### src/rtl/axis_frame_sanitizer_pkg.sv
// Shared types and constants for the AXI4-Stream frame sanitizer.
package axis_frame_sanitizer_pkg;

   localparam int unsigned STAT_W = 16;

   // RGB565 black, the default fill for padded pixels
   localparam logic [15:0] PAD_RGB565_BLACK = 16'h0000;

   typedef enum logic [2:0] {
      ST_IDLE,
      ST_PASS,
      ST_PAD_LINE,
      ST_DROP_LINE,
      ST_PAD_FRAME
   } sanitizer_state_e;

endpackage

### src/rtl/axis_frame_sanitizer_reg_slice.sv
// Single-stage AXI4-Stream output register; stable while the sink stalls.
module axis_reg_slice #(
   parameter int unsigned DATA_WIDTH = 16,
   parameter int unsigned USER_WIDTH = 1
) (
   input  logic                  clk_i,
   input  logic                  rst_ni,
   input  logic                  i_valid,
   input  logic [DATA_WIDTH-1:0] i_data,
   input  logic                  i_last,
   input  logic [USER_WIDTH-1:0] i_user,
   output logic                  o_load_en_c,
   output logic                  o_valid,
   output logic [DATA_WIDTH-1:0] o_data,
   output logic                  o_last,
   output logic [USER_WIDTH-1:0] o_user,
   input  logic                  i_ready
);

   logic                  r_valid;
   logic [DATA_WIDTH-1:0] r_data;
   logic                  r_last;
   logic [USER_WIDTH-1:0] r_user;

   assign o_load_en_c = !r_valid || i_ready;

   always_ff @(posedge clk_i) begin
      if (!rst_ni) begin
         r_valid <= 1'b0;
         r_data  <= '0;
         r_last  <= 1'b0;
         r_user  <= '0;
      end else if (o_load_en_c) begin
         r_valid <= i_valid;
         r_data  <= i_data;
         r_last  <= i_last;
         r_user  <= i_user;
      end
   end

   assign o_valid = r_valid;
   assign o_data  = r_data;
   assign o_last  = r_last;
   assign o_user  = r_user;

endmodule

### src/rtl/axis_frame_sanitizer.sv
// Forces every output frame to exactly H_RES x V_RES beats (pad/truncate/realign).
// Optional frame/error counters built only with AXIS_FRAME_SANITIZER_STATS_EN.
module axis_frame_sanitizer
   import axis_frame_sanitizer_pkg::*;
#(
   parameter int unsigned          H_RES      = 800,
   parameter int unsigned          V_RES      = 600,
   parameter int unsigned          DATA_WIDTH = 16,
   parameter int unsigned          USER_WIDTH = 1,
   parameter logic [DATA_WIDTH-1:0] PAD_COLOR = DATA_WIDTH'(PAD_RGB565_BLACK)
) (
   input  logic                  clk_i,
   input  logic                  rst_ni,
   input  logic                  clr_i,
   input  logic [DATA_WIDTH-1:0] s_axis_tdata_i,
   input  logic                  s_axis_tvalid_i,
   output logic                  s_axis_tready_o,
   input  logic                  s_axis_tlast_i,
   input  logic [USER_WIDTH-1:0] s_axis_tuser_i,
   output logic [DATA_WIDTH-1:0] m_axis_tdata_o,
   output logic                  m_axis_tvalid_o,
   input  logic                  m_axis_tready_i,
   output logic                  m_axis_tlast_o,
   output logic [USER_WIDTH-1:0] m_axis_tuser_o,
   output logic                  sof_err_o,
   output logic                  short_err_o,
   output logic                  long_err_o,
   output logic [15:0]           frame_cnt_o,
   output logic [15:0]           err_cnt_o
);

   localparam int unsigned XW = $clog2(H_RES);
   localparam int unsigned YW = $clog2(V_RES);

   sanitizer_state_e      r_state, w_state_nxt;
   logic [XW-1:0]         r_x;
   logic [YW-1:0]         r_y;
   logic                  w_load_en;
   logic                  w_emit;
   logic [DATA_WIDTH-1:0] w_emit_data;
   logic                  w_tready;
   logic                  w_sof_ev, w_short_ev, w_long_ev;
   logic                  w_x_last, w_y_last, w_origin, w_sof;
   logic                  r_sof_err, r_short_err, r_long_err;

   assign w_x_last = (r_x == XW'(H_RES - 1));
   assign w_y_last = (r_y == YW'(V_RES - 1));
   assign w_origin = (r_x == '0) && (r_y == '0);
   assign w_sof    = s_axis_tuser_i[0];

   always_ff @(posedge clk_i) begin
      if (!rst_ni) r_state <= ST_IDLE;
      else         r_state <= w_state_nxt;
   end

   // Next state, emit/consume decisions and error events; emits only when load_en
   always_comb begin
      w_state_nxt = r_state;
      w_emit      = 1'b0;
      w_emit_data = '0;
      w_tready    = 1'b0;
      w_sof_ev    = 1'b0;
      w_short_ev  = 1'b0;
      w_long_ev   = 1'b0;
      case (r_state)
         ST_IDLE: begin
            w_tready = w_load_en;
            if (s_axis_tvalid_i && w_load_en && w_sof) begin
               w_emit      = 1'b1;
               w_emit_data = s_axis_tdata_i;
               w_state_nxt = ST_PASS;
            end
         end
         ST_PASS: begin
            if (s_axis_tvalid_i && w_sof && !w_origin) begin
               w_sof_ev    = 1'b1;
               w_state_nxt = ST_PAD_FRAME;
            end else begin
               w_tready = w_load_en;
               if (s_axis_tvalid_i && w_load_en) begin
                  w_emit      = 1'b1;
                  w_emit_data = s_axis_tdata_i;
                  if (s_axis_tlast_i && !w_x_last) begin
                     w_short_ev  = 1'b1;
                     w_state_nxt = ST_PAD_LINE;
                  end else if (w_x_last && !s_axis_tlast_i) begin
                     w_long_ev   = 1'b1;
                     w_state_nxt = ST_DROP_LINE;
                  end else if (w_x_last && w_y_last) begin
                     w_state_nxt = ST_IDLE;
                  end
               end
            end
         end
         ST_PAD_LINE: begin
            if (w_load_en) begin
               w_emit      = 1'b1;
               w_emit_data = PAD_COLOR;
               if (w_x_last) w_state_nxt = w_y_last ? ST_IDLE : ST_PASS;
            end
         end
         ST_DROP_LINE: begin
            // y has already advanced here, so y==0 means the frame is complete
            if (s_axis_tvalid_i && w_sof) begin
               w_sof_ev    = (r_y != '0);
               w_state_nxt = (r_y == '0) ? ST_IDLE : ST_PAD_FRAME;
            end else begin
               w_tready = 1'b1;
               if (s_axis_tvalid_i && s_axis_tlast_i)
                  w_state_nxt = (r_y == '0) ? ST_IDLE : ST_PASS;
            end
         end
         ST_PAD_FRAME: begin
            if (w_load_en) begin
               w_emit      = 1'b1;
               w_emit_data = PAD_COLOR;
               if (w_x_last && w_y_last) w_state_nxt = ST_IDLE;
            end
         end
         default: w_state_nxt = ST_IDLE;
      endcase
   end

   assign s_axis_tready_o = w_tready;

   always_ff @(posedge clk_i) begin
      if (!rst_ni) begin
         r_x <= '0;
         r_y <= '0;
      end else if (w_emit) begin
         if (w_x_last) begin
            r_x <= '0;
            r_y <= w_y_last ? '0 : r_y + YW'(1);
         end else begin
            r_x <= r_x + XW'(1);
         end
      end
   end

   axis_reg_slice #(
      .DATA_WIDTH (DATA_WIDTH),
      .USER_WIDTH (USER_WIDTH)
   ) u_out_slice (
      .clk_i       (clk_i),
      .rst_ni      (rst_ni),
      .i_valid     (w_emit),
      .i_data      (w_emit_data),
      .i_last      (w_x_last),
      .i_user      (USER_WIDTH'(w_origin)),
      .o_load_en_c (w_load_en),
      .o_valid     (m_axis_tvalid_o),
      .o_data      (m_axis_tdata_o),
      .o_last      (m_axis_tlast_o),
      .o_user      (m_axis_tuser_o),
      .i_ready     (m_axis_tready_i)
   );

   // Sticky flags: a same-cycle error wins over clear
   always_ff @(posedge clk_i) begin
      if (!rst_ni) begin
         r_sof_err   <= 1'b0;
         r_short_err <= 1'b0;
         r_long_err  <= 1'b0;
      end else begin
         r_sof_err   <= (r_sof_err   && !clr_i) || w_sof_ev;
         r_short_err <= (r_short_err && !clr_i) || w_short_ev;
         r_long_err  <= (r_long_err  && !clr_i) || w_long_ev;
      end
   end

   assign sof_err_o   = r_sof_err;
   assign short_err_o = r_short_err;
   assign long_err_o  = r_long_err;

`ifdef AXIS_FRAME_SANITIZER_STATS_EN
   logic              w_any_ev, w_frame_done;
   logic [STAT_W-1:0] r_frame_cnt, r_err_cnt;

   assign w_any_ev     = w_sof_ev || w_short_ev || w_long_ev;
   assign w_frame_done = w_emit && w_x_last && w_y_last;

   always_ff @(posedge clk_i) begin
      if (!rst_ni) begin
         r_frame_cnt <= '0;
         r_err_cnt   <= '0;
      end else begin
         if (clr_i)             r_frame_cnt <= STAT_W'(w_frame_done);
         else if (w_frame_done) r_frame_cnt <= r_frame_cnt + STAT_W'(1);
         if (clr_i)                             r_err_cnt <= STAT_W'(w_any_ev);
         else if (w_any_ev && r_err_cnt != '1)  r_err_cnt <= r_err_cnt + STAT_W'(1);
      end
   end

   assign frame_cnt_o = r_frame_cnt;
   assign err_cnt_o   = r_err_cnt;
`else
   assign frame_cnt_o = '0;
   assign err_cnt_o   = '0;
`endif

endmodule

### config.mk
export PLATFORM = sky130hd
export DESIGN_NAME = axis_frame_sanitizer
export DESIGN_NICKNAME = d
export VERILOG_FILES = /design/src/rtl/axis_frame_sanitizer_pkg.sv /design/src/rtl/axis_frame_sanitizer_reg_slice.sv /design/src/rtl/axis_frame_sanitizer.sv
export SDC_FILE = /design/constraint.sdc
export NUM_CORES = 1
export LEC_CHECK = 0
export CAP_MARGIN = 10
export CORE_ASPECT_RATIO = 1.1
export CORE_MARGIN = 3
export CORE_UTILIZATION = 51
export CTS_CLUSTER_SIZE = 8
export DETAILED_ROUTE_END_ITERATION = 10
export GPL_TIMING_DRIVEN = 1
export HOLD_SLACK_MARGIN = 0.02
export PLACE_DENSITY = 0.86
export SYNTH_ARGS = -nofsm -noshare
export SYNTH_HDL_FRONTEND = slang
export SYNTH_SLANG_ARGS = --single-unit
### constraint.sdc
create_clock -name clk_i -period 5.7 [get_ports clk_i]
set_input_delay 1.14 -clock clk_i [delete_from_list [all_inputs] [get_ports clk_i]]
set_output_delay 1.14 -clock clk_i [all_outputs]
set_load 0.01 [all_outputs]
==> impl_metrics.json, run 1 <==
{
  "initial_core_util": 0.544,
  "synth.cell_area_mm2": 0.00260,
  "yosysMostFrequentCell": "dfxtp_1",
  "wl_per_cell_um": 14.4,
  "hp-start": "long_err_o",
  "yosysSeqAreaShare": 0.346,
  "drtAntennaViolNets": 0,
  "power.density_mw_per_mm2": 324,
  "clock_latency_ns": 0.30,
  "ir_drop_v": 0.000198,
  "final_nets": 386,
  "rr_worst_depth": 6,
  "finalSetupViolCount": 0,
  "cts_tree": "yes",
  "pre_cts_ws_ns": 1.70,
  "grt_overflow": 0,
  "final_cells": 416,
  "stdcell_area_mm2": 0.00306,
  "cts_resized": 0,
  "drv_slew": 0,
  "synth_top_area_cell": "dfxtp_1",
  "synth.top_cell.area_share": 0.346,
  "fp.coreArea_mm2": 0.00478,
  "drt-total-wl_mm": 5.99,
  "cp.arrival_ns": 2.85,
  "cts-root-buf": "clkbuf_8",
  "synth.top_cells.by_count": "dfxtp_1, nor2_1, buf_4, nand2_1, nand3_1",
  "synth.avg_cell_area_um2": 8.08,
  "ys.flop_type": "dfxtp_1",
  "rsz0062_at_grt": "false",
  "die_y_um": 80.9,
  "route.detailed.drc": 0,
  "syn_to_final_growth_pct": 17.5,
  "fin_crit_ns": 3.99,
  "clock.fmax_mhz": 251,
  "tns_ns": 0,
  "gp_congestion": 0.957,
  "fin_util": 0.639,
  "grt_pass1_vias": 2136,
  "placed_cell_area_mm2": 0.00294,
  "numCtsBuffers": 5,
  "worst-slew-pin-transition_ns": 1.04,
  "ios": 78,
  "track_usage": 0.200,
  "fp.dieW_um": 74.1,
  "hold_violations": 0,
  "hold-worst-slack_ns": 0.472,
  "cp-start-kind": "input pin",
  "worstPathRequired_ns": 4.56,
  "power_mw": 0.990,
  "worstPathMaxFanout": 25,
  "drive_gt1_frac": 0.0639,
  "num_rows": 26,
  "ys_ff_latch": 45,
  "postCtsSetupBuffers": 0,
  "fin_crit_sh": 0.700,
  "dr_total_vias": 2431,
  "grt_first_pass_wirelength_mm": 9.49,
  "holdPathEnd": "long_err_o",
  "dieArea_mm2": 0.00599,
  "dp_cells": 408,
  "rrSetupSlack_ns": 3.27,
  "cap_violations": 0,
  "async_reset_ff_frac": 0,
  "finClkSkew_ns": 0.00364,
  "avgViaCountPerCell": 5.84,
  "critPathKind": "input pin to output pin",
  "antenna_found_initial": 0,
  "hp-class": "register to register",
  "r2r-start": "r_state[0]",
  "dr.pass1.iters": 5,
  "htree_levels": 2,
  "ctsHoldBuffers": 0,
  "n_antenna_cell": 0,
  "clock-sinks": 45,
  "first_iter_violations": 239,
  "synth.distinct_cells": 60,
  "path_clk_slew_ns": 0.08,
  "synth_edf_count": 0,
  "netlist_instances": 322,
  "worst_slack_ns": 1.71,
  "status": "completed",
  "portBuffers": 45,
  "ys_warn_count": 0,
  "total_leakage_power_nw": 1.15,
  "grt_max_degree": 35,
  "crit_path_end_kind": "output pin",
  "fillCellCount": 424,
  "reg2reg_to": "r_x[8]",
  "dp_hpwl_mm": 4.22,
  "clockBufferDepth": 2,
  "slew_headroom": 0.308,
  "synth.area.top_cells": "dfxtp_1, buf_4, nor2_1",
  "whs_path_depth": 2
}
## placed cells by master (no fill, tap or decap), drive strengths merged, types with 3 or more instances in the layout
master         Yosys  layout
a21oi             15      15
a22oi             16      16
a31oi              6       6
and3               8       8
clkbuf            11       7
clkdlybuf4s50      0      45
conb               1      32
dfxtp             45      45
ha                 4       4
inv                7       7
nand2             21      21
nand2b             7       7
nand3             21      21
nand4              6       6
nor2              36      36
nor2b              3       3
nor3               5       5
nor4               3       3
o211ai             8       8
o21ai             19      19
o31ai              3       3
or3                5       5
or4                4       4
## state kept, by name, summed over array words and instances, names as in the netlist
register / cells
u_out_slice.o_data: 16
r_x: 10
r_y: 10
r_state: 3
long_err_o: 1
short_err_o: 1
sof_err_o: 1
u_out_slice.o_last: 1
u_out_slice.o_user: 1
u_out_slice.o_valid: 1
## routing by layer
layer / up-vias / track usage / routed length [µm] / part of all wire
met5: - / 0 / 0 / 0
met4: 0 / 0.0707 / 79 / 0.013
met3: 6 / 0.0421 / 455 / 0.076
met2: 120 / 0.334 / 2910 / 0.49
met1: 1128 / 0.252 / 2540 / 0.42
li1: 1177 / - / - / -
## worst max-delay path by stage
| stage | start | end | slack (ns) |
|---|---|---|---|
| 2_1_floorplan | m_axis_tready_i | s_axis_tready_o | 2.55 |
| 6_report | m_axis_tready_i | s_axis_tready_o | 1.71 |
| 4_1_cts | m_axis_tready_i | s_axis_tready_o | 1.70 |
| 3_3_place_gp | m_axis_tready_i | s_axis_tready_o | 1.73 |
| 5_1_grt | m_axis_tready_i | s_axis_tready_o | 1.58 |
| 3_5_place_dp | m_axis_tready_i | s_axis_tready_o | 1.70 |
## layout make-up
cell class,instances,area [µm²],share of cell area
Tap cell,56,70.1,0.0229
Timing Repair Buffer,47,465,0.152
Clock buffer,7,86.3,0.0282
Sequential cell,45,901,0.295
Multi-Input combinational cell,253,1480,0.483
Clock inverter,1,30.0,0.00982
Inverter,7,26.3,0.00860
## report_power, final
group          internal, mW  total, mW  switching (mW)
Clock                 0.143      0.248           0.105
Sequential            0.346      0.392          0.0460
Combinational         0.149      0.350           0.201
## critical path, cell delays in order
cell and delay (ns):
clkdlybuf4s50_1 0.47, nor2b_1 0.05, buf_4 0.21, nor2_1 0.11
a31oi_1 0.05, a211oi_1 0.23, clkdlybuf4s50_1 0.59
## logic make-up after synthesis
group	share of synthesized area
fa+ha+maj	0.0192
other cells	0.00144
flops	0.346
compound gates	0.219
mux	0.00385
buf+inv	0.130
xor+xnor	0.00337
simple gates	0.276
Power figures use the tool's default switching activity.
==> run 2: changes to the inputs <==
--- a/config.mk
+++ b/config.mk
@@ -8,12 +8,12 @@
 export CAP_MARGIN = 10
 export CORE_ASPECT_RATIO = 1.1
 export CORE_MARGIN = 3
-export CORE_UTILIZATION = 51
+export CORE_UTILIZATION = 47
 export CTS_CLUSTER_SIZE = 8
 export DETAILED_ROUTE_END_ITERATION = 10
 export GPL_TIMING_DRIVEN = 1
 export HOLD_SLACK_MARGIN = 0.02
-export PLACE_DENSITY = 0.86
+export PLACE_DENSITY = 0.8
 export SYNTH_ARGS = -nofsm -noshare
 export SYNTH_HDL_FRONTEND = slang
 export SYNTH_SLANG_ARGS = --single-unit
==> constraint.sdc (replaced) <==
create_clock -name clk_i -period 3.7 [get_ports clk_i]
set_input_delay 0.74 -clock clk_i [delete_from_list [all_inputs] [get_ports clk_i]]
set_output_delay 0.74 -clock clk_i [all_outputs]
set_load 0.01 [all_outputs]
==> run 2 against run 1 <==
Compared with the run above: non-clock buffer count up 3; die area rose by 7.8%; clock-buffer cell count stayed put; flip-flop and latch count stayed put; design area up 1.4%.
==> impl_metrics.json, run 2 (synthesized netlist as in run 1, its figures left out) <==
{
  "finClkSkew_ns": 0.0101,
  "final_cell_mix": "clkdlybuf4s50_1, dfxtp_1, nor2_1",
  "cp.arrival_ns": 2.41,
  "worstPathMaxFanout": 8,
  "ctsHoldBuffers": 0,
  "hold_violations": 0,
  "r2r-start": "r_state[0]",
  "total_leakage_power_nw": 1.16,
  "initial_core_util": 0.503,
  "route.detailed.drc": 0,
  "fp.coreArea_mm2": 0.00517,
  "ios": 78,
  "fin_crit_sh": 0.852,
  "clock-sinks": 45,
  "final_nets": 389,
  "finalSetupViolCount": 0,
  "die_y_um": 84.0,
  "num_rows": 27,
  "wl_per_cell_um": 14.0,
  "drv_slew": 0,
  "status": "completed",
  "htree_levels": 2,
  "crit_path_end_kind": "output pin",
  "first_iter_violations": 263,
  "tns_ns": 0,
  "crit_start": "s_axis_tvalid_i",
  "numCtsBuffers": 5,
  "hp-start": "u_out_slice.o_user",
  "antenna_found_initial": 0,
  "postCtsSetupBuffers": 0,
  "worstPathRequired_ns": 2.96,
  "path_clk_slew_ns": 0.08,
  "dr_total_vias": 2410,
  "fp.dieW_um": 76.9,
  "cts_resized": 0,
  "grt_overflow": 0,
  "met1_usage": 0.242,
  "use_met2": 0.322,
  "dp_hpwl_mm": 4.41,
  "drive_gt1_frac": 0.0716,
  "n_antenna_cell": 0,
  "cap_violations": 0,
  "rsz0062_at_grt": "false",
  "clock.fmax_mhz": 317,
  "grt_busiest_layer": "met2",
  "clockBufferDepth": 2,
  "drt-total-wl_mm": 6.08,
  "drtAntennaViolNets": 0,
  "syn_to_final_growth_pct": 19.1,
  "critPathKind": "input pin to output pin",
  "largest_reg_flops": 16,
  "power_mw": 1.53,
  "grt_first_pass_wirelength_mm": 10.4,
  "dieArea_mm2": 0.00646,
  "worst-slew-pin-transition_ns": 0.681,
  "fillCellCount": 458,
  "clock_latency_ns": 0.30,
  "portBuffers": 45,
  "power.density_mw_per_mm2": 494,
  "slew_headroom": 0.546,
  "avgViaCountPerCell": 5.54,
  "hp-class": "register to register",
  "cp-start-kind": "input pin",
  "cts-root-buf": "clkbuf_8",
  "fin_crit_ns": 3.15,
  "track_usage": 0.194,
  "ir_drop_v": 0.000322,
  "cts_tree": "yes",
  "grt_max_degree": 25,
  "use_met3": 0.0562,
  "gp_congestion": 0.887,
  "grt_pass1_vias": 2247,
  "dr.pass1.iters": 4
}
## run 2: cell count changes in the layout (fill, tap and decap cells not counted), sizes merged
cell  previous run  this run
buf              2         5
## run 2: cell type report
type,instances,area [µm²],area share
Inverter,7,26.3,0.00848
Clock inverter,1,30.0,0.00969
Multi-Input combinational cell,253,1480,0.477
Sequential cell,45,901,0.291
Tap cell,72,90.1,0.0291
Clock buffer,7,86.3,0.0279
Timing Repair Buffer,50,488,0.157
## run 2: routing by layer
layer,vias to the layer above,wire length (µm)
li1,1178,-
met1,1141,2630
met2,85,2930
met3,6,466
met4,0,63
met5,-,0
## run 2: final timing paths
path	to	slack, ns	cells past startpoint
setup / recovery	s_axis_tready_o	0.55	5
hold / removal	u_out_slice.o_user	0.46	2
setup reg to reg	r_x[8]	1.25	6
hold reg to reg	u_out_slice.o_user	0.46	2
## run 2: through the flow
stage	utilization	hold slack (ns)	setup WS (ns)	instances	cell area, µm²
6_report	0.600	0.464	0.547	435	3100
5_1_grt	0.600	0.491	0.367	435	3100
4_1_cts	0.600	0.465	0.546	435	3100
3_5_place_dp	0.577	0.453	0.544	427	2980
3_3_place_gp	0.577	0.442	0.585	427	2980
2_1_floorplan	-	0.470	1.35	353	2720
## run 2: critical path: stages
cell             delay, ns
clkdlybuf4s50_1       0.52
nand2_1               0.21
a31oi_1               0.10
a211oi_1              0.24
clkdlybuf4s50_1       0.60
## run 2: power breakdown
part	internal, mW	switching (mW)	leakage [nW]
Combinational	0.234	0.311	0.740
Sequential	0.533	0.0702	0.365
Clock	0.220	0.163	0.0585
